File: src/rtl/frame_set_writer.sv
// frame_set_writer
//   Producer side of the shared frame-set word memory. A set is one header
//   word followed by TEMPLATE_WORDS template words and IMAGE_WORDS image
//   words. Pixel bytes are packed big-endian, so the first byte of a word
//   lands in [31:24]. The words are written at set_index*SET_WORDS + offset,
//   where offset 0 is the header, 1..64 the template and 65..1664 the image.
//
// Ports
//   clk        system clock, rising edge
//   rst        synchronous reset, active-high
//   start      one-cycle request to write a set (ignored while busy)
//   header     header byte, sampled together with start
//   pix_data   pixel byte
//   pix_valid  pix_data valid
//   pix_ready  byte taken on a cycle with pix_valid & pix_ready
//   wr_en      write request, held with wr_addr/wr_data until wr_ready
//   wr_addr    word address
//   wr_data    word data
//   wr_ready   memory takes the write this cycle
//   busy       a set write is in progress
//   set_done   one-cycle pulse after the last image word is accepted
//   set_index  slot index of the current/next set
module frame_set_writer #(
  parameter int TEMPLATE_WORDS = 64,
  parameter int IMAGE_WORDS    = 1600,
  parameter int SET_WORDS      = 1 + TEMPLATE_WORDS + IMAGE_WORDS,
  parameter int MAX_SETS       = 150,
  parameter int ADDR_W         = 21
) (
  input  logic              clk,
  input  logic              rst,
  input  logic              start,
  input  logic [7:0]        header,
  input  logic [7:0]        pix_data,
  input  logic              pix_valid,
  output logic              pix_ready,
  output logic              wr_en,
  output logic [ADDR_W-1:0] wr_addr,
  output logic [31:0]       wr_data,
  input  logic              wr_ready,
  output logic              busy,
  output logic              set_done,
  output logic [7:0]        set_index
);

  typedef enum logic [2:0] {
    IDLE,
    HEADER,
    TEMPLATE,
    IMAGE,
    DONE
  } state_t;

  localparam logic [10:0]       TPL_LAST = 11'(TEMPLATE_WORDS - 1);
  localparam logic [10:0]       IMG_LAST = 11'(IMAGE_WORDS - 1);
  localparam logic [ADDR_W-1:0] STRIDE   = ADDR_W'(SET_WORDS);
  localparam logic [7:0]        IDX_LAST = 8'(MAX_SETS - 1);

  state_t      state;
  logic [10:0] word_cnt;  // words written in the current phase
  logic [1:0]  byte_cnt;  // bytes already packed into the pending word
  logic [23:0] pack_q;    // first three bytes of the word, oldest on top

  logic byte_acc;
  logic wr_acc;

  assign byte_acc = pix_valid & pix_ready;
  assign wr_acc   = wr_en & wr_ready;

  function automatic logic [31:0] pack_word(input logic [23:0] upper,
                                            input logic [7:0]  last);
    return {upper, last};
  endfunction

  function automatic logic [7:0] next_index(input logic [7:0] idx);
    return (idx == IDX_LAST) ? 8'd0 : idx + 8'd1;
  endfunction

  always_ff @(posedge clk) begin
    if (rst) begin
      state     <= IDLE;
      wr_en     <= 1'b0;
      wr_addr   <= '0;
      wr_data   <= '0;
      pix_ready <= 1'b0;
      busy      <= 1'b0;
      set_done  <= 1'b0;
      set_index <= '0;
      word_cnt  <= '0;
      byte_cnt  <= '0;
      pack_q    <= '0;
    end else begin
      set_done <= 1'b0;
      case (state)
        IDLE: begin
          if (start) begin
            // The set base goes straight into wr_addr; later words simply
            // walk forward from it one address per accepted write.
            wr_addr  <= ADDR_W'(set_index) * STRIDE;
            wr_data  <= {24'd0, header};
            wr_en    <= 1'b1;
            busy     <= 1'b1;
            word_cnt <= '0;
            byte_cnt <= '0;
            state    <= HEADER;
          end
        end

        HEADER: begin
          if (wr_ready) begin
            wr_en     <= 1'b0;
            wr_addr   <= wr_addr + 1'b1;
            pix_ready <= 1'b1;
            state     <= TEMPLATE;
          end
        end

        TEMPLATE, IMAGE: begin
          // pix_ready is dropped whenever a word is pending, so a byte and a
          // write handshake never happen on the same edge.
          if (wr_acc) begin
            wr_en   <= 1'b0;
            wr_addr <= wr_addr + 1'b1;
            if (state == TEMPLATE && word_cnt == TPL_LAST) begin
              word_cnt  <= '0;
              pix_ready <= 1'b1;
              state     <= IMAGE;
            end else if (state == IMAGE && word_cnt == IMG_LAST) begin
              set_done <= 1'b1;
              state    <= DONE;
            end else begin
              word_cnt  <= word_cnt + 11'd1;
              pix_ready <= 1'b1;
            end
          end else if (byte_acc) begin
            if (byte_cnt == 2'd3) begin
              wr_data   <= pack_word(pack_q, pix_data);
              wr_en     <= 1'b1;
              pix_ready <= 1'b0;
            end else begin
              pack_q <= {pack_q[15:0], pix_data};
            end
            byte_cnt <= byte_cnt + 2'd1;
          end
        end

        DONE: begin
          busy      <= 1'b0;
          set_index <= next_index(set_index);
          state     <= IDLE;
        end

        default: state <= IDLE;
      endcase
    end
  end

endmodule

File: config.mk
export PLATFORM = sky130hd
export DESIGN_NAME = frame_set_writer
export DESIGN_NICKNAME = d
export VERILOG_FILES = /design/src/rtl/frame_set_writer.sv
export SDC_FILE = /design/constraint.sdc
export NUM_CORES = 1
export LEC_CHECK = 0
export CORE_MARGIN = 2
export CORE_UTILIZATION = 58
export DETAILED_ROUTE_END_ITERATION = 12
export PLACE_DENSITY = 0.83
export SLEW_MARGIN = 20
export SYNTH_ARGS = -nofsm -noshare
export SYNTH_HDL_FRONTEND = slang
export SYNTH_SLANG_ARGS = --single-unit
File: constraint.sdc
create_clock -name clk -period 6 [get_ports clk]
set_clock_uncertainty 0.2 [all_clocks]
set_input_delay 0.9 -clock clk [delete_from_list [all_inputs] [get_ports clk]]
set_output_delay 0.9 -clock clk [all_outputs]
set_load 0.02 [all_outputs]
Word-level counts from Yosys, hierarchy flattened
Index checks and enable logic that the tools add are counted.

Bits of input ports: 21. Word-level logic and storage cells: 98. Bits in registers: 105. Output and inout port bits: 65.

Bitwise logic cells: 5. Add/subtract/negate cells: 4. Multiplexer cells: 40. Equal/unequal tests: 19. Multiply operators: 1. Reductions and logical operators: 18.

Operators by type and width (number): 2-to-1 mux 32 bit (4); case mux 32 bit (2 select lines) (1); 2-to-1 mux 21 bit (3); case mux 21 bit (3 select lines) (1); 2-to-1 mux 11 bit (4); case mux 11 bit (2 select lines) (1); adder 21 x 1 -> 21 bit, second input constant (1); AND reduction 4 bit (5); multiplier 8 x 11 -> 19 bit, second input constant (1); 2-to-1 mux 3 bit (5); AND reduction 5 bit (3); 2-to-1 mux 1 bit (12); != test 2 bit, second input constant (6); != test 3 bit, second input constant (4); adder 11 x 1 -> 11 bit, second input constant (1); == test 11 bit, second input constant (1); == test 11 x 6 -> 1 bit, second input constant (1); case mux 3 bit (3 select lines) (1); adder 8 x 1 -> 8 bit, second input constant (1); == test 8 bit, second input constant (1); 2-to-1 mux 8 bit (1); == test 3 x 2 -> 1 bit, second input constant (2); 2-to-1 mux 2 bit (3); nonzero test 2 bit (3); 16 further kinds (21).

Logic depth before layout (Yosys ltp)
Word-level depth: 6. Mapped depth: 12. Mapped depth without buffers: 12.

Worst setup path before layout
OpenSTA, ideal clock, no wires.

Kind: register to register. Start: register set_index[4]. End: register wr_addr[18]. Required time: 5708 ps. Path slack: 2576 ps. Library setup time: 92 ps. Stages on the path, launching flop included: 11. Data arrival time: 3132 ps. Path buffers: 0. Clock period less this slack: 3424 ps. Cells stage by stage: dfxtp_1 -> ha_1 -> ha_1 -> fa_1 -> ha_1 -> ha_1 -> nor2_1 -> a211oi_1 -> a221oi_1 -> mux2i_1 -> nor4_1.

Word-level cells in the longest chain between the ends: 3.

Ends and longest elaborated chain: start: declaration (line 43) `output logic [7:0] set_index`; start signal: assignment (line 149) `set_index <= next_index(set_index);`; multiplier 8 x 11 -> 19 bit (line 99) `wr_addr <= ADDR_W'(set_index) * STRIDE;`; 2-to-1 mux 21 bit (line 96) `if (start) begin`; case mux 21 bit (3 select lines) (line 94) `case (state)`; end signal: assignment (line 99); end signal: assignment (line 112) `wr_addr <= wr_addr + 1'b1;`; end signal: assignment (line 123) `wr_addr <= wr_addr + 1'b1;`; end: declaration (line 38) `output logic [ADDR_W-1:0] wr_addr,`.

No other way between the ends. The select of a mux whose other input is x is not followed. A chain may end at the register's enable or synchronous reset.

Worst setup path in the final report
Start: register set_index[4]. End: register wr_addr[16].

Same word-level chain as after synthesis.

==> reports/metrics.yaml <==
logic_synthesis:
  synth.top_cell.area_share_pct: 38.4
  synth_area_leaders: "dfxtp_1, ha_1, nand2_1"
  synth_xor_area_share_pct: 2.24
  synthMuxAreaShare_pct: 0.549
  synth_cell_type_count: 58
  synth_top_area_cell: "dfxtp_1"
  synth_top_family_by_area: "compound AO/OA/AOI/OAI gates"
  yosys.area_share.simple_pct: 22.0
  synth-seq-cells: 105
  synth-main-ff-cell: "dfxtp_1"
  yosysWarnings: 0
  synth.avg_cell_area_um2: 8.32
  synthCells: 658
  synth_area_um2: 5470
  synth-seq-area-share_pct: 38.4
  synth_enable_flop_cells: 0
  synth-compound-area-share_pct: 22.0
  synthAdderAreaFrac_pct: 10.9
  syn_nets: 725
  synthArstFlopShare_pct: 0
timing:
  grt_setup_unrepaired: "no"
  drv_slew: 0
  worst_slack_ns: 2.34
  relSlewSlack_pct: 28.6
  fin_crit_sh_pct: 61.1
  setup_viol: 0
  hold_violations: 0
  tightest_slew_ns: 1.07
  setup_tns_ns: 0
  period_needed_ns: 3.66
  clock.fmax_mhz: 273
setup_path:
  cp-end-kind: "flop"
  cpMaxStageDelayCell: "dfxtp_1"
  cp_max_fo: 8
  cp.arrival_ns: 3.74
  crit_type: "reg -> reg"
  cp_common_cell: "ha_1"
  worstSetupStartpointType: "flop"
  slowest_delay_ns: 0.52
  required_ns: 6.08
  critical_path.cell_chain: "ha_1 -> ha_1 -> fa_1 -> ha_1 -> ha_1 -> nor2_1 -> a211oi_1 -> a31oi_1 -> xor2_1 -> a211oi_1"
die:
  coreArea_um2: 9200
  die_area_um2: 10200
  ios: 86
  die_y_um: 101
  row_count: 35
  start_util_pct: 59.5
  dieWidth_um: 101
clock_network:
  cts_hold_buf: 0
  cts_buffers: 9
  post_cts_buffers: 0
  clk_pin_slew_ns: 0.10
  cts_tree: "done"
  cts_max_level: 3
  cts_resized: 0
  cts_sinks: 105
  clockBufferDepth: 2
  cts_root_buf: "clkbuf_8"
  clock_latency_ns: 0.37
drt:
  drcViolationCount: 0
  routed_wl_um: 13700
  drtIter0Drc: 313
  wl_per_cell_um: 16.5
  vias: 5244
  dr.pass1.iters: 6
  viasPerCell: 6.30
  postRouteAntennaNets: 0
run:
  cap_violations: 0
worst_hold_path:
  hp-class: "reg -> reg"
pwr:
  power_density_nw_per_um2: 226
  max-vdd-ir-drop_mv: 0.150
  leakagePower_nw: 2.53
global_route:
  grt_max_degree: 107
  grt_overflow: 0
  top_usage_layer: "met2"
  use_met2_pct: 44.3
  grt_use_total_pct: 27.2
  antenna_found_initial: 0
  met1_usage_pct: 36.6
  grt_pass1_vias: 4853
  use_met3_pct: 4.92
  grt_pass1_wl_um: 22700
final_layout:
  finalNonFillerCells: 832
  layout-drive-gt1-share_pct: 3.74
  fillerInstances: 733
  antenna_cells: 0
  nets: 783
  area_delta_synth_final_pct: 19.0
  mostFrequentLayoutCells: "dfxtp_1, nand2_1, clkdlybuf4s50_1"
  final_common_cell: "dfxtp_1"
place:
  place_worst_setup_slack_ns: 2.37
  placed_cells: 816
  dp_hpwl_um: 9670
  place.gp.congestion: 0.864
  portBuffers: 85
run_status:
  status: "finished clean"
## layer usage
layer / vias to the layer above / part of all wire, %
met5: - / 0
met4: 0 / 1.6
met3: 21 / 6.9
met2: 196 / 47
met1: 2505 / 44
li1: 2522 / -
## synthesized netlist by cell type (2+ instances only)
cell      count
o22ai_1      15
inv_1        11
o21bai_1      2
buf_1         3
nand3b_1      3
and2_1        5
nor4_1        6
nand3_1      26
and3_1       12
o21ai_0      20
nor3_1       15
nor2_1       59
fa_1          3
mux2i_1       3
or3_1         5
nand4_1       8
nand2b_1      3
a21o_1        6
a21oi_1      56
nor3b_1       3
xnor2_1       4
buf_2        13
a31oi_1       7
clkbuf_1     25
o211ai_1      2
ha_1         43
a311oi_1     10
o32ai_1       3
a22o_1        9
a41o_1        3
a22oi_1      24
nand2_1      97
dfxtp_1     105
or4_1         3
nor2b_1       2
a211oi_1     12
xor2_1       10
a221oi_1      2
## where the power goes
part	leakage, nW	switching (mW)	total [mW]	internal, mW
clock network	0.0933	0.262	0.424	0.162
registers	0.851	0.0382	0.763	0.725
logic	1.59	0.175	0.288	0.113
## logic make-up (layout without fill, tap and decap cells)
| family | count (synthesis) | after routing |
|---|---|---|
| adders and majority gates | 46 | 46 |
| muxes | 3 | 3 |
| xor gates and xnor gates | 14 | 14 |
| DFF | 105 | 105 |
| buffers and inverters | 52 | 115 |
| and+or+nand+nor | 256 | 256 |
| AOI/OAI and AO/OA | 182 | 182 |
## path summary, 6_finish.rpt
check	slack, ns	start	depth (start not counted)	to
hold / removal	0.27	pack_q[16]	2	pack_q[16]
hold reg to reg	0.27	pack_q[16]	2	pack_q[16]
setup / recovery	2.34	set_index[4]	10	wr_addr[16]
setup reg to reg	2.34	set_index[4]	10	wr_addr[16]
## per-stage QoR
| stage | util, % | area (um^2) | total power, mW | hold WS (ns) |
|---|---|---|---|---|
| finish | 70.8 | 6510 | 1.47 | 0.266 |
| global route | 70.8 | 6510 | 1.54 | 0.282 |
| CTS | 70.7 | 6510 | 1.47 | 0.265 |
| detailed placement | 68.7 | 6310 | 1.06 | 0.251 |
| global placement | 68.7 | 6310 | 1.05 | 0.242 |
| floorplan | - | 5470 | 0.959 | 0.237 |
## area by class of cell
type                    count  area [um^2]  area share [%]
clock inverters             6         63.8           0.980
multi-input cells         501         3170            48.7
flip-flops and latches    105         2100            32.3
inverters                  11         41.3           0.634
repair buffers             88          871            13.4
well taps                 111          139            2.13
clock buffers              10          128            1.96
## sequential cells by signal, summed over array words and instances (netlist names)
name	flops
set_done	1
word_cnt	11
wr_data	32
wr_en	1
pack_q	24
wr_addr	21
pix_ready	1
busy	1
set_index	8
state	3
byte_cnt	2
## worst max-delay path: cells and delay by family, from the launching register on
family / cells / cell delay, ns
compound gates: 3 / 0.89
xor+xnor: 1 / 0.17
fa+ha+maj: 5 / 1.73
flops: 1 / 0.52
simple gates: 1 / 0.06
Power figures use the tool's default switching activity.
